<file path="src/rtl/gpu_isa_pkg.sv">
// Shared GPU ISA constants: opcodes, instruction field positions and widths.
// Decode helpers classify which register operands each opcode reads.
package gpu_isa_pkg;

  localparam int unsigned OP_W  = 4;
  localparam int unsigned REG_W = 4;
  localparam int unsigned IMM_W = 16;
  localparam int unsigned PC_W  = 16;

  localparam int unsigned OP_LSB  = 28;
  localparam int unsigned RD_LSB  = 24;
  localparam int unsigned RS_LSB  = 20;
  localparam int unsigned RT_LSB  = 16;
  localparam int unsigned IMM_LSB = 0;

  localparam logic [OP_W-1:0] OP_NOP     = 4'd0;
  localparam logic [OP_W-1:0] OP_ADD     = 4'd1;
  localparam logic [OP_W-1:0] OP_SUB     = 4'd2;
  localparam logic [OP_W-1:0] OP_LDI     = 4'd3;
  localparam logic [OP_W-1:0] OP_LD      = 4'd4;
  localparam logic [OP_W-1:0] OP_ST      = 4'd5;
  localparam logic [OP_W-1:0] OP_LOOPSET = 4'd6;
  localparam logic [OP_W-1:0] OP_LOOPEND = 4'd7;

  // Opcodes that reach execute as real instructions; 8-15 are NOPs.
  function automatic logic op_issues(input logic [OP_W-1:0] op);
    case (op)
      OP_ADD, OP_SUB, OP_LDI, OP_LD, OP_ST: return 1'b1;
      OP_NOP, OP_LOOPSET, OP_LOOPEND:       return 1'b0;
      default:                              return 1'b0;
    endcase
  endfunction

  function automatic logic op_reads_rs(input logic [OP_W-1:0] op);
    case (op)
      OP_ADD, OP_SUB, OP_LD, OP_ST: return 1'b1;
      default:                      return 1'b0;
    endcase
  endfunction

  function automatic logic op_reads_rt(input logic [OP_W-1:0] op);
    case (op)
      OP_ADD, OP_SUB, OP_ST: return 1'b1;
      default:               return 1'b0;
    endcase
  endfunction

endpackage

</file>
<file path="src/rtl/loop_ctrl.sv">
// Single-level hardware loop: holds start PC and remaining count, and
// requests a fetch redirect when a LOOPEND still has iterations left.
module loop_ctrl
  import gpu_isa_pkg::*;
(
  input  logic             CLOCK_50,
  input  logic             reset,
  input  logic             is_loopset,
  input  logic             is_loopend,
  input  logic [IMM_W-1:0] imm,
  input  logic [PC_W-1:0]  pc_d,
  input  logic             squash,
  output logic             Loop,
  output logic [PC_W-1:0]  PC_in
);

  logic            loop_act_q;
  logic [PC_W-1:0] loop_cnt_q;
  logic [PC_W-1:0] loop_start_q;
  logic            take_loop;

  assign take_loop = !squash && is_loopend && loop_act_q && (loop_cnt_q > 16'd1);
  assign Loop      = take_loop;
  assign PC_in     = take_loop ? loop_start_q : '0;

  always_ff @(posedge CLOCK_50 or posedge reset) begin
    if (reset) begin
      loop_act_q   <= 1'b0;
      loop_cnt_q   <= '0;
      loop_start_q <= '0;
    end else if (!squash) begin
      if (is_loopset) begin
        // A zero count still runs the body once.
        loop_cnt_q   <= (imm == '0) ? 16'd1 : imm;
        loop_start_q <= pc_d + 16'd1;
        loop_act_q   <= 1'b1;
      end else if (is_loopend) begin
        if (take_loop) begin
          loop_cnt_q <= loop_cnt_q - 16'd1;
        end else begin
          loop_act_q <= 1'b0;
          loop_cnt_q <= '0;
        end
      end
    end
  end

endmodule

</file>
<file path="src/rtl/id_stage.sv">
// Instruction decode: registers fields for execute, detects load-use hazards,
// and drives fetch Stall/Loop/PC_in with one-cycle squash after each redirect.
module id_stage
  import gpu_isa_pkg::*;
(
  input  logic              CLOCK_50,
  input  logic              reset,
  input  logic [31:0]       id_instr,
  input  logic [PC_W-1:0]   fe_pc,
  output logic              Stall,
  output logic              Loop,
  output logic [PC_W-1:0]   PC_in,
  output logic              ex_valid,
  output logic [OP_W-1:0]   ex_op,
  output logic [REG_W-1:0]  ex_rd,
  output logic [REG_W-1:0]  ex_rs,
  output logic [REG_W-1:0]  ex_rt,
  output logic [IMM_W-1:0]  ex_imm,
  output logic [PC_W-1:0]   ex_pc
);

  logic [OP_W-1:0]  op;
  logic [REG_W-1:0] rd;
  logic [REG_W-1:0] rs;
  logic [REG_W-1:0] rt;
  logic [IMM_W-1:0] imm;
  logic [PC_W-1:0]  pc_d;
  logic             squash_q;
  logic             hazard;

  assign op  = id_instr[OP_LSB +: OP_W];
  assign rd  = id_instr[RD_LSB +: REG_W];
  assign rs  = id_instr[RS_LSB +: REG_W];
  assign rt  = id_instr[RT_LSB +: REG_W];
  assign imm = id_instr[IMM_LSB +: IMM_W];

  // Register 0 is an ordinary register here, so no zero-index exemption.
  assign hazard = ex_valid && (ex_op == OP_LD) &&
                  ((op_reads_rs(op) && (rs == ex_rd)) || (op_reads_rt(op) && (rt == ex_rd)));
  assign Stall  = !squash_q && hazard;

  loop_ctrl u_loop_ctrl (
    .CLOCK_50   (CLOCK_50),
    .reset      (reset),
    .is_loopset ((op == OP_LOOPSET) && !Stall),
    .is_loopend ((op == OP_LOOPEND) && !Stall),
    .imm        (imm),
    .pc_d       (pc_d),
    .squash     (squash_q),
    .Loop       (Loop),
    .PC_in      (PC_in)
  );

  always_ff @(posedge CLOCK_50 or posedge reset) begin
    if (reset) begin
      squash_q <= 1'b0;
      pc_d     <= '0;
      ex_valid <= 1'b0;
      ex_op    <= '0;
      ex_rd    <= '0;
      ex_rs    <= '0;
      ex_rt    <= '0;
      ex_imm   <= '0;
      ex_pc    <= '0;
    end else begin
      squash_q <= Loop;
      if (!Stall) begin
        pc_d <= fe_pc;
      end
      if (squash_q || Stall) begin
        ex_valid <= 1'b0;
      end else begin
        ex_valid <= op_issues(op);
        ex_op    <= op;
        ex_rd    <= rd;
        ex_rs    <= rs;
        ex_rt    <= rt;
        ex_imm   <= imm;
        ex_pc    <= pc_d;
      end
    end
  end

endmodule
</file>
<file path="config.mk">
export PLATFORM = sky130hd
export DESIGN_NAME = id_stage
export DESIGN_NICKNAME = d
export VERILOG_FILES = /design/src/rtl/gpu_isa_pkg.sv /design/src/rtl/loop_ctrl.sv /design/src/rtl/id_stage.sv
export SDC_FILE = /design/constraint.sdc
export NUM_CORES = 1
export LEC_CHECK = 0
export ABC_AREA = 1
export CAP_MARGIN = 20
export CORE_UTILIZATION = 55
export CTS_BUF_LIST = sky130_fd_sc_hd__clkbuf_4 sky130_fd_sc_hd__clkbuf_8 sky130_fd_sc_hd__clkbuf_16
export DETAILED_ROUTE_END_ITERATION = 12
export GPL_TIMING_DRIVEN = 0
export PLACE_DENSITY_LB_ADDON = 0.3
export SLEW_MARGIN = 20
export SYNTH_ARGS = -nofsm -noshare
export SYNTH_HDL_FRONTEND = slang
export SYNTH_SLANG_ARGS = --single-unit
</file>
<file path="constraint.sdc">
create_clock -name CLOCK_50 -period 8.65 [get_ports CLOCK_50]
set_input_delay 1.73 -clock CLOCK_50 [delete_from_list [all_inputs] [get_ports CLOCK_50]]
set_output_delay 1.73 -clock CLOCK_50 [all_outputs]
set_load 0.02 [all_outputs]
</file>
; Yosys cells after proc, flatten, opt, wreduce, memory -nomap -nowiden
; Memories as Yosys holds them, arrays and structs flattened.
; Index checks and enable logic that the tools add are counted.
[op_classes]
add_sub_neg = 2
order_cmp = 1
eq_ne = 10
muxes = 12
bitwise_logic = 1
n_reduce_logical = 21
[ops]
columns = operator, count
row1 = $mux W16, 5
row2 = $eq A4 B3 Y1 const B, 5
row3 = $add A16 B1 Y16 const B, 1
row4 = $gt A16 B1 Y1 const B, 1
row5 = $logic_not A16 Y1, 1
row6 = $sub A16 B1 Y16 const B, 1
row7 = $logic_and A1 B1 Y1, 10
row8 = $eq A4 B4 Y1, 2
row9 = $mux W1, 7
row10 = $eq A4 B1 Y1 const B, 1
row11 = $eq A4 B2 Y1 const B, 1
row12 = $reduce_and A2 Y1, 2
row13 = $reduce_or A4 Y1, 1
row14 = $reduce_and A3 Y1, 1
row15 = $reduce_or A3 Y1, 1
row16 = $logic_not A1 Y1, 2
row17 = $logic_or A1 B1 Y1, 2
row18 = $ne A2 B1 Y1 const B, 1
row19 = $reduce_bool A2 Y1, 1
row20 = $not A1 Y1, 1
[totals]
register_bits = 99
mem_bits_ro = 8
inputBits = 50
output_inout_bits = 67
word_cells = 60
mem_count = 1
[mem_list]
columns = name, depth, word_bits, read_ports, rd_clocked_by_memory_dff, write_ports, line
row1 = (name not given), 8, 1, 1, 0, 0, gpu_isa_pkg.sv:27  ; case (op)

; Logic depth before layout (Yosys ltp)
[logic_depth]
ltp_word = 15
mapped_depth = 14
ltp_nobuf = 12

; By module
; A second synthesis with hierarchy kept.
[unflattened]
hier_cells = 706
hier_area_um2 = 5261.3
[by_module_without_submodules]
columns = module, n_inst, cells_per_inst, area_each_um2, seq_area_each_um2
row1 = id_stage, 1, 348, 2902.8, 1651.6
row2 = loop_ctrl, 1, 358, 2358.5, 825.8

; Worst setup path after synthesis
; OpenSTA, ideal clock, no wires.
[synth_path]
path_kind = in2out
from = in id_instr[30]
to = out Stall
arrival_time_ns = 2.781
required_ns = 6.920
path_slack_ns = 4.139
path_stages = 10
n_path_buf = 1
path_cell_list = nor2_1 > nand2_1 > nand2_1 > inv_1 > nor2_1 > nand2_1 > nand2_2 > nand3_2 > buf_2 > inv_1
[synth_between]
elab_chain_cells = 7
word_cells_on_any_way = 13
cone_classes = 4 x eq/ne / 2 x mux / 7 x reduce/logical
[synth_rtl]
columns = item, line
row1 = start: declaration, id_stage.sv:8  ; input logic [31:0] id_instr,
row2 = "$eq A4 B1 Y1, or another cell as far along", "gpu_isa_pkg.sv:35, gpu_isa_pkg.sv:42"
row3 = $reduce_or A4 Y1 / $reduce_or A3 Y1 (equally long branches), "gpu_isa_pkg.sv:35, gpu_isa_pkg.sv:42"
row4 = "$mux W1, on equally long branches", "gpu_isa_pkg.sv:35, gpu_isa_pkg.sv:42"
row5 = $logic_and A1 B1 Y1, id_stage.sv:39  ; ((op_reads_rs(op) && (rs == ex_rd)) || (op_reads_rt(op) && (rt == ex_rd)));
row6 = $logic_or A1 B1 Y1 (*), id_stage.sv:39
row7 = $logic_and A1 B1 Y1 (*), id_stage.sv:38  ; assign hazard = ex_valid && (ex_op == OP_LD) &&
row8 = $logic_and A1 B1 Y1 (*), id_stage.sv:40  ; assign Stall = !squash_q && hazard;
row9 = end: declaration, id_stage.sv:10  ; output logic Stall,
; Mark *: on every way between the ends. The rest lies on a longest branch, timed or not.

; Worst setup path after layout
[layout_path]
from = in id_instr[28]
to = out Stall
; Same word-level chain as after synthesis.

==> impl_metrics.ini <==
[sta]
period_share_pct = 67.6
worst_pin_slew_ns = 0.569
max_slew_margin_pct = 61.9
setup_viol = 0
grt_setup_unrepaired = false
slew_viol_final = 0
period_minus_slack_ns = 5.85
fin_ws_ns = 2.80
fmax_ghz = 0.171
final.setup.tns_ns = 0
skew_ns = 0.0173
hold_viol = 0

[synthesis]
synth_top_area_share_pct = 47.9
synth-warning-count = 0
ys_types = 31
yosysSeqAreaShare_pct = 47.9
synthesis.area_um2 = 5180
ys_ff_latch = 99
syn_avg_cell_area_um2 = 7.37
synth.area.top_cells = dfrtp_1, nand2_1, nand3_1
syn-num-nets = 755
yosysTopAreaCell = dfrtp_1
netlist_instances = 702

[cts]
cts_setup_buffers = 0
cts_resized = 0
cts_root_buffer = clkbuf_8
cts_tree = done
clock-sinks = 99
cts_hold_buffers = 0
clock_path_buffers = 2
clk_latency_ns = 0.38
cts.clk_slew.worst_paths_ns = 0.10
htreeDepth = 3
cts_buffers = 9

[power]
peakVddDrop_mv = 0.0824
power.density_nw_per_um2 = 159
p_leak_uw = 0.00328

[worst_setup_path]
path_delay_family = buffers and inverters
start_kind = input port
cp_max_fo = 10
cp_slowest_cell = clkdlybuf4s50_1
reg2regPathDepth = 10
cp_num_buf_inv = 6
reg2reg_from = u_loop_ctrl.loop_cnt_q[0]
worstPathRequired_ns = 6.92
arrival_ns = 4.12
rrSetupSlack_ns = 6.66
crit_end = Stall
max_stage_delay_ns = 0.59
r2r_end = u_loop_ctrl.loop_cnt_q[7]
cp.depth = 13
path_common_cell = nand2_1
critPathKind = in2out
crit_path_end_kind = primary output
path_cells = clkdlybuf4s50_1, inv_1, nand2_1, nand2_1, nand2_1, inv_1, nor2_1, nand2_1, nand2_2, nand3_2, buf_2, inv_1, clkdlybuf4s50_1
cp-startpoint = id_instr[28]

[drt]
routed_wl_um = 13600
post-route-drc-count = 0
dr.first_iter.drc_count = 295
num_vias = 4958
routed_via_density = 5.24
avgRoutedWirePerCell_um = 14.4
first_pass_iters = 5
ant_nets = 0

[place]
io_buffers = 116
gp_congestion = 0.908
dp_worst_setup_slack_ns = 2.85
dp_hpwl_um = 10300

[final_layout]
fin_nets = 883
n_antenna_cell = 0
final_util_pct = 72.8
syn_to_final_growth_pct = 29.4
drive_above_1_share_pct = 6.11
fillers = 743

[die]
core_um2 = 9200
die_h_um = 99.0
die_w_um = 99.0
rows = 35
fp.dieArea_um2 = 9800
ioPinCount = 117
start_util_pct = 56.3

[run]
maxCapViolations = 0

[global_routing]
antenna_found_initial = 0
grt_usage_pct = 29.3
grt_pass1_wl_um = 22700
grt_pass1_vias = 4841
overflow = 0
grt_max_degree = 73

[status]
outcome = completed

[worst_hold_path]
hold_class = reg2reg
placed cells by master, fill, tap and decap left out, types with 2 or more instances in the layout:
cell	instances
a21oi_1	13
buf_2	11
buf_4	2
buf_6	5
clkbuf_1	11
clkbuf_8	9
clkdlybuf4s50_1	116
clkinv_4	2
dfrtp_1	99
ha_1	3
inv_1	64
inv_2	3
inv_8	3
nand2_1	237
nand2_2	3
nand3_1	72
nand4_1	17
nor2_1	93
nor2_2	4
nor3_1	4
o21ai_0	26
or2_2	3
xnor2_1	10
xor2_1	10
synthesized netlist by cell type:
| master | n |
|---|---|
| o31ai_1 | 1 |
| nor2_2 | 4 |
| nand3_1 | 72 |
| nand3_2 | 1 |
| a21boi_0 | 1 |
| o22ai_1 | 1 |
| clkbuf_1 | 11 |
| or2_0 | 1 |
| inv_1 | 65 |
| xnor2_1 | 10 |
| or2_2 | 3 |
| nand2_2 | 3 |
| nand3b_1 | 1 |
| buf_6 | 5 |
| ha_1 | 3 |
| o21bai_1 | 1 |
| o21ai_0 | 26 |
| a21oi_1 | 13 |
| buf_1 | 1 |
| nand4_1 | 17 |
| nor2_1 | 93 |
| xor2_1 | 10 |
| nor3_1 | 4 |
| inv_2 | 3 |
| and2_1 | 1 |
| buf_2 | 11 |
| buf_4 | 2 |
| nand2_1 | 237 |
| dfrtp_1 | 99 |
| o211ai_1 | 1 |
| nor3_2 | 1 |
worst reg2reg max path, stage by stage (launching register included):
cell	delay, ns
dfrtp_1	0.45
inv_1	0.12
ha_1	0.21
nand2_1	0.11
nor2_2	0.23
nand2_1	0.08
nand3_1	0.19
inv_2	0.07
buf_2	0.21
a21oi_1	0.19
nor2_1	0.06
cell families (layout without fill, tap and decap cells):
kind of cell / after synthesis / in the layout / share of synthesized area (%)
XOR/XNOR: 20 / 20 / 3.38
AND/OR/NAND/NOR: 438 / 438 / 35.3
flip-flops: 99 / 99 / 47.9
AO/OA/AOI/OAI: 44 / 44 / 4.47
adder cells (fa/ha/maj): 3 / 3 / 0.725
buffers and inverters: 98 / 231 / 8.24
power breakdown:
group / internal, uW / switching (uW) / total (uW)
combinational: 98.5 / 122 / 220
sequential: 510 / 40.4 / 551
clock: 115 / 181 / 296
total: 724 / 343 / 1070
worst min path at each step:
stage	start	to	slack, ns	cells after the start
after floorplan	u_loop_ctrl.loop_act_q	u_loop_ctrl.loop_act_q	0.44	2
after global placement	ex_imm[15]	ex_imm[15]	0.45	2
after detailed placement	ex_imm[0]	ex_imm[0]	0.46	2
after CTS	ex_imm[0]	ex_imm[0]	0.48	2
after global routing	ex_pc[0]	ex_pc[0]	0.50	2
final	ex_imm[0]	ex_imm[0]	0.48	2
area by class of cell:
| class | count | area, um2 | area share, % |
|---|---|---|---|
| clock inverters | 6 | 58.8 | 0.878 |
| inverters | 68 | 260 | 3.88 |
| clock buffers | 10 | 131 | 1.96 |
| repair buffers | 117 | 1190 | 17.7 |
| plain buffers | 30 | 171 | 2.56 |
| well taps | 111 | 139 | 2.07 |
| flip-flops and latches | 99 | 2480 | 37.0 |
| multi-input cells | 505 | 2270 | 33.9 |
through the flow:
step / std cells / power, uW / hold WS (ns) / instance area (um2)
final: 946 / 1070 / 0.482 / 6700
after detailed placement: 930 / 778 / 0.459 / 6510
after CTS: 946 / 1070 / 0.483 / 6700
after floorplan: 702 / 683 / 0.441 / 5180
after global routing: 946 / 1120 / 0.504 / 6700
after global placement: 929 / 768 / 0.454 / 6480
state kept, by name, indices dropped and copies added (netlist names), 4 cells and up:
| register | count |
|---|---|
| ex_op | 4 |
| ex_rs | 4 |
| u_loop_ctrl.loop_start_q | 16 |
| u_loop_ctrl.loop_cnt_q | 16 |
| ex_rt | 4 |
| ex_pc | 16 |
| ex_imm | 16 |
| pc_d | 16 |
| ex_rd | 4 |
metal layers:
metal | vias to the layer above | share of wire [%] | track usage, %
met3 | 31 | 6.8 | 6.45
met5 | - | 0 | 0
met1 | 2270 | 43 | 39.8
met2 | 201 | 48 | 47.1
met4 | 0 | 2.0 | 9.30
li1 | 2456 | - | -
(Power assumes the default switching activity.)
